==> src/rtl/load_store_unit_if.sv <==
// Execute/writeback handshake and data-memory bus of the load/store unit.
// slave is the unit side; master is the surrounding pipeline and memory.
interface load_store_unit_if #(
  parameter int DATA_W = 32,
  parameter int OFF_W  = 12,
  parameter int ADDR_W = 6
);
  logic              req_valid;
  logic              req_ready;
  logic              req_write;
  logic [DATA_W-1:0] req_base;
  logic [OFF_W-1:0]  req_offset;
  logic [DATA_W-1:0] req_wdata;
  logic [4:0]        req_rd;
  logic              rsp_valid;
  logic              rsp_ready;
  logic [DATA_W-1:0] rsp_data;
  logic [4:0]        rsp_rd;
  logic              rsp_write;
  logic [1:0]        rsp_err;
  logic [ADDR_W-1:0] mem_address;
  logic [DATA_W-1:0] mem_wdata;
  logic              mem_re;
  logic              mem_we;
  logic [DATA_W-1:0] mem_rdata;

  modport slave (
    input  req_valid, req_write, req_base, req_offset, req_wdata, req_rd,
           rsp_ready, mem_rdata,
    output req_ready, rsp_valid, rsp_data, rsp_rd, rsp_write, rsp_err,
           mem_address, mem_wdata, mem_re, mem_we
  );

  modport master (
    output req_valid, req_write, req_base, req_offset, req_wdata, req_rd,
           rsp_ready, mem_rdata,
    input  req_ready, rsp_valid, rsp_data, rsp_rd, rsp_write, rsp_err,
           mem_address, mem_wdata, mem_re, mem_we
  );
endinterface

==> src/rtl/load_store_unit.sv <==
// Memory-access stage: effective-address calc, alignment/range check, one
// access to a synchronous-read data memory, tagged response with backpressure.
module load_store_unit #(
  parameter int DATA_W    = 32,
  parameter int OFF_W     = 12,
  parameter int ADDR_W    = 6,
  parameter int MEM_WORDS = 32
) (
  input  logic              clk,
  input  logic              rst_n,
  load_store_unit_if.slave  bus
);
  typedef enum logic [1:0] {IDLE, ISSUE, WAIT, RESP} state_e;

  state_e            state_q, state_d;
  logic [4:0]        rd_q, rd_d;
  logic              write_q, write_d;
  logic [DATA_W-1:0] wdata_q, wdata_d;
  logic [ADDR_W-1:0] addr_q, addr_d;
  logic [1:0]        err_q, err_d;
  logic [DATA_W-1:0] rdata_q, rdata_d;

  logic [DATA_W-1:0] ea;
  logic [1:0]        err_c;

  // Offset is sign-extended to the full width; the add wraps naturally.
  assign ea = bus.req_base + DATA_W'($signed(bus.req_offset));

  always_comb begin
    err_c = 2'b00;
    if (ea[1:0] != 2'b00)
      err_c = 2'b01;
    else if (ea[DATA_W-1:2] >= (DATA_W-2)'(MEM_WORDS))
      err_c = 2'b10;
  end

  always_comb begin
    state_d = state_q;
    rd_d    = rd_q;
    write_d = write_q;
    wdata_d = wdata_q;
    addr_d  = addr_q;
    err_d   = err_q;
    rdata_d = rdata_q;
    case (state_q)
      IDLE: if (bus.req_valid) begin
        rd_d    = bus.req_rd;
        write_d = bus.req_write;
        wdata_d = bus.req_write ? bus.req_wdata : '0;
        // Faulting requests never reach the memory, so keep the bus address clean.
        addr_d  = (err_c == 2'b00) ? ea[ADDR_W+1:2] : '0;
        err_d   = err_c;
        rdata_d = '0;
        state_d = (err_c != 2'b00) ? RESP : ISSUE;
      end
      ISSUE: state_d = write_q ? RESP : WAIT;
      WAIT: begin
        rdata_d = bus.mem_rdata;
        state_d = RESP;
      end
      RESP: if (bus.rsp_ready) state_d = IDLE;
      default: state_d = IDLE;
    endcase
  end

  always_ff @(posedge clk or negedge rst_n) begin
    if (!rst_n) begin
      state_q <= IDLE;
      rd_q    <= '0;
      write_q <= 1'b0;
      wdata_q <= '0;
      addr_q  <= '0;
      err_q   <= '0;
      rdata_q <= '0;
    end else begin
      state_q <= state_d;
      rd_q    <= rd_d;
      write_q <= write_d;
      wdata_q <= wdata_d;
      addr_q  <= addr_d;
      err_q   <= err_d;
      rdata_q <= rdata_d;
    end
  end

  // Enables decode straight from state, so async reset kills them at once.
  assign bus.req_ready   = (state_q == IDLE);
  assign bus.mem_we      = (state_q == ISSUE) &&  write_q;
  assign bus.mem_re      = (state_q == ISSUE) && !write_q;
  assign bus.mem_address = addr_q;
  assign bus.mem_wdata   = wdata_q;
  assign bus.rsp_valid   = (state_q == RESP);
  assign bus.rsp_data    = rdata_q;
  assign bus.rsp_rd      = rd_q;
  assign bus.rsp_write   = write_q;
  assign bus.rsp_err     = err_q;
endmodule
==> src/flat_wrapper.sv <==
// flat-port wrapper written by rule: the top's interface ports become plain ports
module load_store_unit_flat 
#(
  parameter int DATA_W    = 32,
  parameter int OFF_W     = 12,
  parameter int ADDR_W    = 6,
  parameter int MEM_WORDS = 32
)
  (clk, rst_n, bus_req_valid, bus_req_write, bus_req_base, bus_req_offset, bus_req_wdata, bus_req_rd, bus_rsp_ready, bus_mem_rdata, bus_req_ready, bus_rsp_valid, bus_rsp_data, bus_rsp_rd, bus_rsp_write, bus_rsp_err, bus_mem_address, bus_mem_wdata, bus_mem_re, bus_mem_we);
  load_store_unit_if #(.DATA_W(DATA_W), .OFF_W(OFF_W), .ADDR_W(ADDR_W)) bus_i ();
  input  logic clk;
  input  logic rst_n;
  input wire logic [$bits(bus_i.req_valid)-1:0] bus_req_valid;
  input wire logic [$bits(bus_i.req_write)-1:0] bus_req_write;
  input wire logic [$bits(bus_i.req_base)-1:0] bus_req_base;
  input wire logic [$bits(bus_i.req_offset)-1:0] bus_req_offset;
  input wire logic [$bits(bus_i.req_wdata)-1:0] bus_req_wdata;
  input wire logic [$bits(bus_i.req_rd)-1:0] bus_req_rd;
  input wire logic [$bits(bus_i.rsp_ready)-1:0] bus_rsp_ready;
  input wire logic [$bits(bus_i.mem_rdata)-1:0] bus_mem_rdata;
  output wire logic [$bits(bus_i.req_ready)-1:0] bus_req_ready;
  output wire logic [$bits(bus_i.rsp_valid)-1:0] bus_rsp_valid;
  output wire logic [$bits(bus_i.rsp_data)-1:0] bus_rsp_data;
  output wire logic [$bits(bus_i.rsp_rd)-1:0] bus_rsp_rd;
  output wire logic [$bits(bus_i.rsp_write)-1:0] bus_rsp_write;
  output wire logic [$bits(bus_i.rsp_err)-1:0] bus_rsp_err;
  output wire logic [$bits(bus_i.mem_address)-1:0] bus_mem_address;
  output wire logic [$bits(bus_i.mem_wdata)-1:0] bus_mem_wdata;
  output wire logic [$bits(bus_i.mem_re)-1:0] bus_mem_re;
  output wire logic [$bits(bus_i.mem_we)-1:0] bus_mem_we;
  assign bus_i.req_valid = bus_req_valid;
  assign bus_i.req_write = bus_req_write;
  assign bus_i.req_base = bus_req_base;
  assign bus_i.req_offset = bus_req_offset;
  assign bus_i.req_wdata = bus_req_wdata;
  assign bus_i.req_rd = bus_req_rd;
  assign bus_i.rsp_ready = bus_rsp_ready;
  assign bus_i.mem_rdata = bus_mem_rdata;
  assign bus_req_ready = bus_i.req_ready;
  assign bus_rsp_valid = bus_i.rsp_valid;
  assign bus_rsp_data = bus_i.rsp_data;
  assign bus_rsp_rd = bus_i.rsp_rd;
  assign bus_rsp_write = bus_i.rsp_write;
  assign bus_rsp_err = bus_i.rsp_err;
  assign bus_mem_address = bus_i.mem_address;
  assign bus_mem_wdata = bus_i.mem_wdata;
  assign bus_mem_re = bus_i.mem_re;
  assign bus_mem_we = bus_i.mem_we;
  load_store_unit #(.DATA_W(DATA_W), .OFF_W(OFF_W), .ADDR_W(ADDR_W), .MEM_WORDS(MEM_WORDS)) u_core (.clk(clk), .rst_n(rst_n), .bus(bus_i));
endmodule
==> config.mk <==
export PLATFORM = sky130hd
export DESIGN_NAME = load_store_unit_flat
export DESIGN_NICKNAME = d
export VERILOG_FILES = /design/src/rtl/load_store_unit_if.sv /design/src/rtl/load_store_unit.sv /design/src/flat_wrapper.sv
export SDC_FILE = /design/constraint.sdc
export NUM_CORES = 1
export LEC_CHECK = 0
export CAP_MARGIN = 20
export CORE_ASPECT_RATIO = 0.6
export CORE_UTILIZATION = 44
export DETAILED_ROUTE_END_ITERATION = 6
export HOLD_SLACK_MARGIN = 0.03
export MAX_ROUTING_LAYER = met4
export PLACE_DENSITY = 0.85
export SYNTH_ARGS = -nofsm -noshare
export SYNTH_HDL_FRONTEND = slang
export SYNTH_SLANG_ARGS = --single-unit
export TNS_END_PERCENT = 100
==> constraint.sdc <==
create_clock -name clk -period 2.5 [get_ports clk]
set_input_delay 0.25 -clock clk [delete_from_list [all_inputs] [get_ports clk]]
set_output_delay 0.25 -clock clk [all_outputs]
set_load 0.05 [all_outputs]
==> summary.md <==
| Metric | Value |
|---|---|
| RSZ-0062 raised after global routing | true |
| Fmax achieved | 347 MHz |
| WP data required | 2.72 ns |
| Most frequent cells in the layout | 164 x clkdlybuf4s50_1, 119 x buf_4, 107 x nand2_1 |
| Cell mode on critical path | o2111ai_2 |
| Synthesis Warnings | 0 |
| Die Span X | 140 um |
| Most used DFF post-synth | dfrtp_1 |
| Failing checks | setup timing |
| Setup crit end kind | flop |
| Asr flop ratio synth | 1.00 |
| Syn_area_per_cell | 9.06 um^2 |
| Clock Skew | 0.00742 ns |
| Core Footprint | 10800 um^2 |
| Vias | 5909 |
| Clock Tree Buf Depth | 2 |
| Setup WS post-layout | -0.379 ns |
| WP buf/inv | 1 |
| Status | finished with violations |
| Worst-path clk slew | 0.06 ns |
| Crit path kind | input pin to flop |
| R2r worst-path depth | 7 |
| DR vias/cell | 5.85 |
| CTS buffer count | 9 |
| Synth unique cells | 64 |
| Delay-heaviest family, CP | compound AO/OA/AOI/OAI gates |
| Total grt overflow | 0 |
| Vias in the first global route | 5865 |
| Pwr Density | 992 nW/um^2 |
| Part of the power in the clock network | 0.143 |
| I/O pin count | 200 |
| GP Congestion | 0.970 |
| Largest net degree at the start of global routing | 81 |
| GRT Resource Usage Total | 0.340 |
| Ant. Diodes | 0 |
| Max-slew violations | 0 |
| Syn Std Cell Area | 5050 um^2 |
| Final Hold Fails | 0 |
| Post-Syn Nets | 712 |
| Syn-to-layout area delta | 76.5% |
| Crit path cell chain | dlygate4sd2_1 > ha_4 > nand4_1 > nor3_2 > o2111ai_2 > a21oi_2 > o2111ai_2 > a31o_1 > a221o_1 > nor3b_2 > a22o_1 |
| Post-Route WL | 19700 um |
| Largest family of logic cells by synthesized area | compound AO/OA/AOI/OAI gates |
| Design area | 8920 um^2 |
| Min Clock Period, post-route | 2.88 ns |
| Rows | 29 |
| Synthesized flop and latch total | 80 |
| Root Buffer | clkbuf_16 |
| DRT Pass-1 Iters | 5 |
| Synthesized instance count | 558 |
| Final nets | 1020 |
| Slowest stage delay, CP | 0.43 ns |
| Peak VDD IR | 0.00101 V |
| H-tree levels | 3 |
| Routed Antenna Nets | 0 |
| Slowest CP cell | a221o_1 |
| Seq/Total Area, Yosys | 0.396 |
| NetSw | 4.27 mW |
| Synth Area in Compound Gates | 0.234 |
| Post-synthesis simple-gate area fraction | 0.204 |
| Die Area | 11900 um^2 |
| Maximum fanout along the worst path | 7 |
| Least-Margin Pin Slew | 0.984 ns |
| Mux share of post-synthesis cell area | 0.00223 |
| Flop pwr share | 0.242 |
| Hold Path Class | input pin to asynchronous set/reset pin |
| Switching Share | 0.483 |
| Starting DRT DRC Count | 506 |
| EDFF count, synth | 0 |
| Critical path depth | 11 |
| Initial Utilization | 0.466 |
| Die Y | 85.0 um |
| IO Port Bufs | 199 |
| CTS tree | yes |
| Share of cells above drive strength 1 | 0.269 |
| CP arrival | 3.10 ns |
| Fin crit share | 1.15 |
| DRC errors left | 0 |
| Pleak | 3.96 nW |
| Post-Synth Adder-Cell Area | 0.0906 |
| DR WL/cell | 19.5 um |
| Final core utilization | 0.822 |
| MaxCap Viol Count | 0 |
| Logic gate share of total power | 0.615 |
| First-pass GRT wire length | 30500 um |
| Initial antenna violation count | 0 |
| Clock sinks | 80 |
| Cell Int Power | 4.57 mW |
| Hpwl dp | 14000 um |
| Commonest non-fill, non-tap cell in the layout | clkdlybuf4s50_1 |
| Clk_lat worst skew | 0.34 ns |
| Count of final setup violators | 7 |
| Post-Synth XOR/XNOR Area | 0.0364 |
| Critical path launch point type | input pin |
| Placed Area | 7900 um^2 |
| Max-Slew Margin vs Limit | 0.344 |
[path summary, 6_finish.rpt]
kind | start | endpoint | slack [ns]
min reg2reg | u_core.bus.mem_wdata[3] | u_core.bus.mem_wdata[3] | 0.47
min in group clk | bus_req_base[0] | u_core.state_q[1] | 0.37
max reg2reg | u_core.state_q[0] | u_core.bus.mem_address[2] | 0.27
max in group asynchronous | rst_n | u_core.bus.rsp_data[9] | 1.79
min | rst_n | u_core.bus.mem_wdata[15] | 0.05
max | bus_req_offset[7] | u_core.bus.mem_address[1] | -0.38
[cells in the mapped netlist, drive strengths merged (3+ instances only)]
master / n / share of area
nor2b: 4 / 0.0050
o21a: 6 / 0.0089
o2111ai: 3 / 0.0052
nand3: 37 / 0.037
o21bai: 4 / 0.0059
and2: 4 / 0.0050
dfrtp: 80 / 0.40
ha: 35 / 0.087
nor3: 15 / 0.017
nor3b: 6 / 0.0089
nor2: 19 / 0.014
inv: 13 / 0.0097
a22o: 37 / 0.064
clkbuf: 23 / 0.017
nor4: 3 / 0.0067
xor2: 3 / 0.0052
nand4: 11 / 0.014
o211ai: 11 / 0.017
nand2: 110 / 0.082
o211a: 3 / 0.0059
buf: 8 / 0.010
o221ai: 3 / 0.0077
xnor2: 18 / 0.031
a21o: 4 / 0.0059
a21boi: 4 / 0.0059
a21oi: 42 / 0.050
o21ai: 19 / 0.020
[cells by family after synthesis]
family                   count (synthesis)
AND/OR/NAND/NOR                        219
AO/OA/AOI/OAI                          157
flip-flops                              80
buffers and inverters                   44
adder cells (fa/ha/maj)                 36
XOR/XNOR                                21
multiplexers                             1
[repair_timing]
| item | 4_1_cts | 5_1_grt |
|---|---|---|
| setup buffers | 19 | 6 |
| pin swaps | 57 | 17 |
| hold buffers | 0 | 0 |
| gates resized for setup | 131 | 18 |
| setup endpoints to repair | 7 | 7 |
[through the flow]
step	hold WS (ns)	power (mW)	instances	worst slack, ns	TNS, ns
finish	0.0543	8.84	1010	-0.379	-2.49
global route	0.162	9.22	1010	-0.473	-3.13
CTS	0.104	8.69	1003	-0.273	-1.76
detailed placement	0.455	7.24	969	-1.22	-8.29
global placement	0.440	7.08	969	-1.18	-7.90
floorplan	-0.0456	5.31	558	-0.306	-1.78
[flip-flops by register name, summed over array words and instances (netlist names)]
register	cells
u_core.bus.mem_address	6
u_core.bus.rsp_err	2
u_core.bus.rsp_write	1
u_core.state_q	2
u_core.bus.rsp_rd	5
u_core.bus.mem_wdata	32
u_core.bus.rsp_data	32
[routing by layer]
metal  vias to the layer above  track usage  part of all wire
met3                        54       0.0609             0.084
met1                      2845        0.433              0.41
met4                         0        0.118             0.028
met5                         -            -                 0
li1                       2651            -                 -
met2                       359        0.549              0.48
[power groups by stage]
stage / registers [mW] / logic, mW / clock network [mW]
final: 2.14 / 5.44 / 1.26
after global routing: 2.20 / 5.69 / 1.33
after CTS: 2.13 / 5.28 / 1.27
after detailed placement: 2.14 / 5.10 / 0
after global placement: 2.10 / 4.98 / 0
after floorplan: 3.85 / 1.47 / 0
[area by class of cell]
| type | count | area, um^2 |
|---|---|---|
| fill | 605 | 1930 |
| timing repair buffer | 328 | 2990 |
| tap | 139 | 174 |
| clock inverter | 6 | 48.8 |
| sequential | 80 | 2000 |
| clock buffer | 10 | 239 |
| inverter | 13 | 48.8 |
| multi-input combinational | 434 | 3420 |
Power figures use the tool's default switching activity.
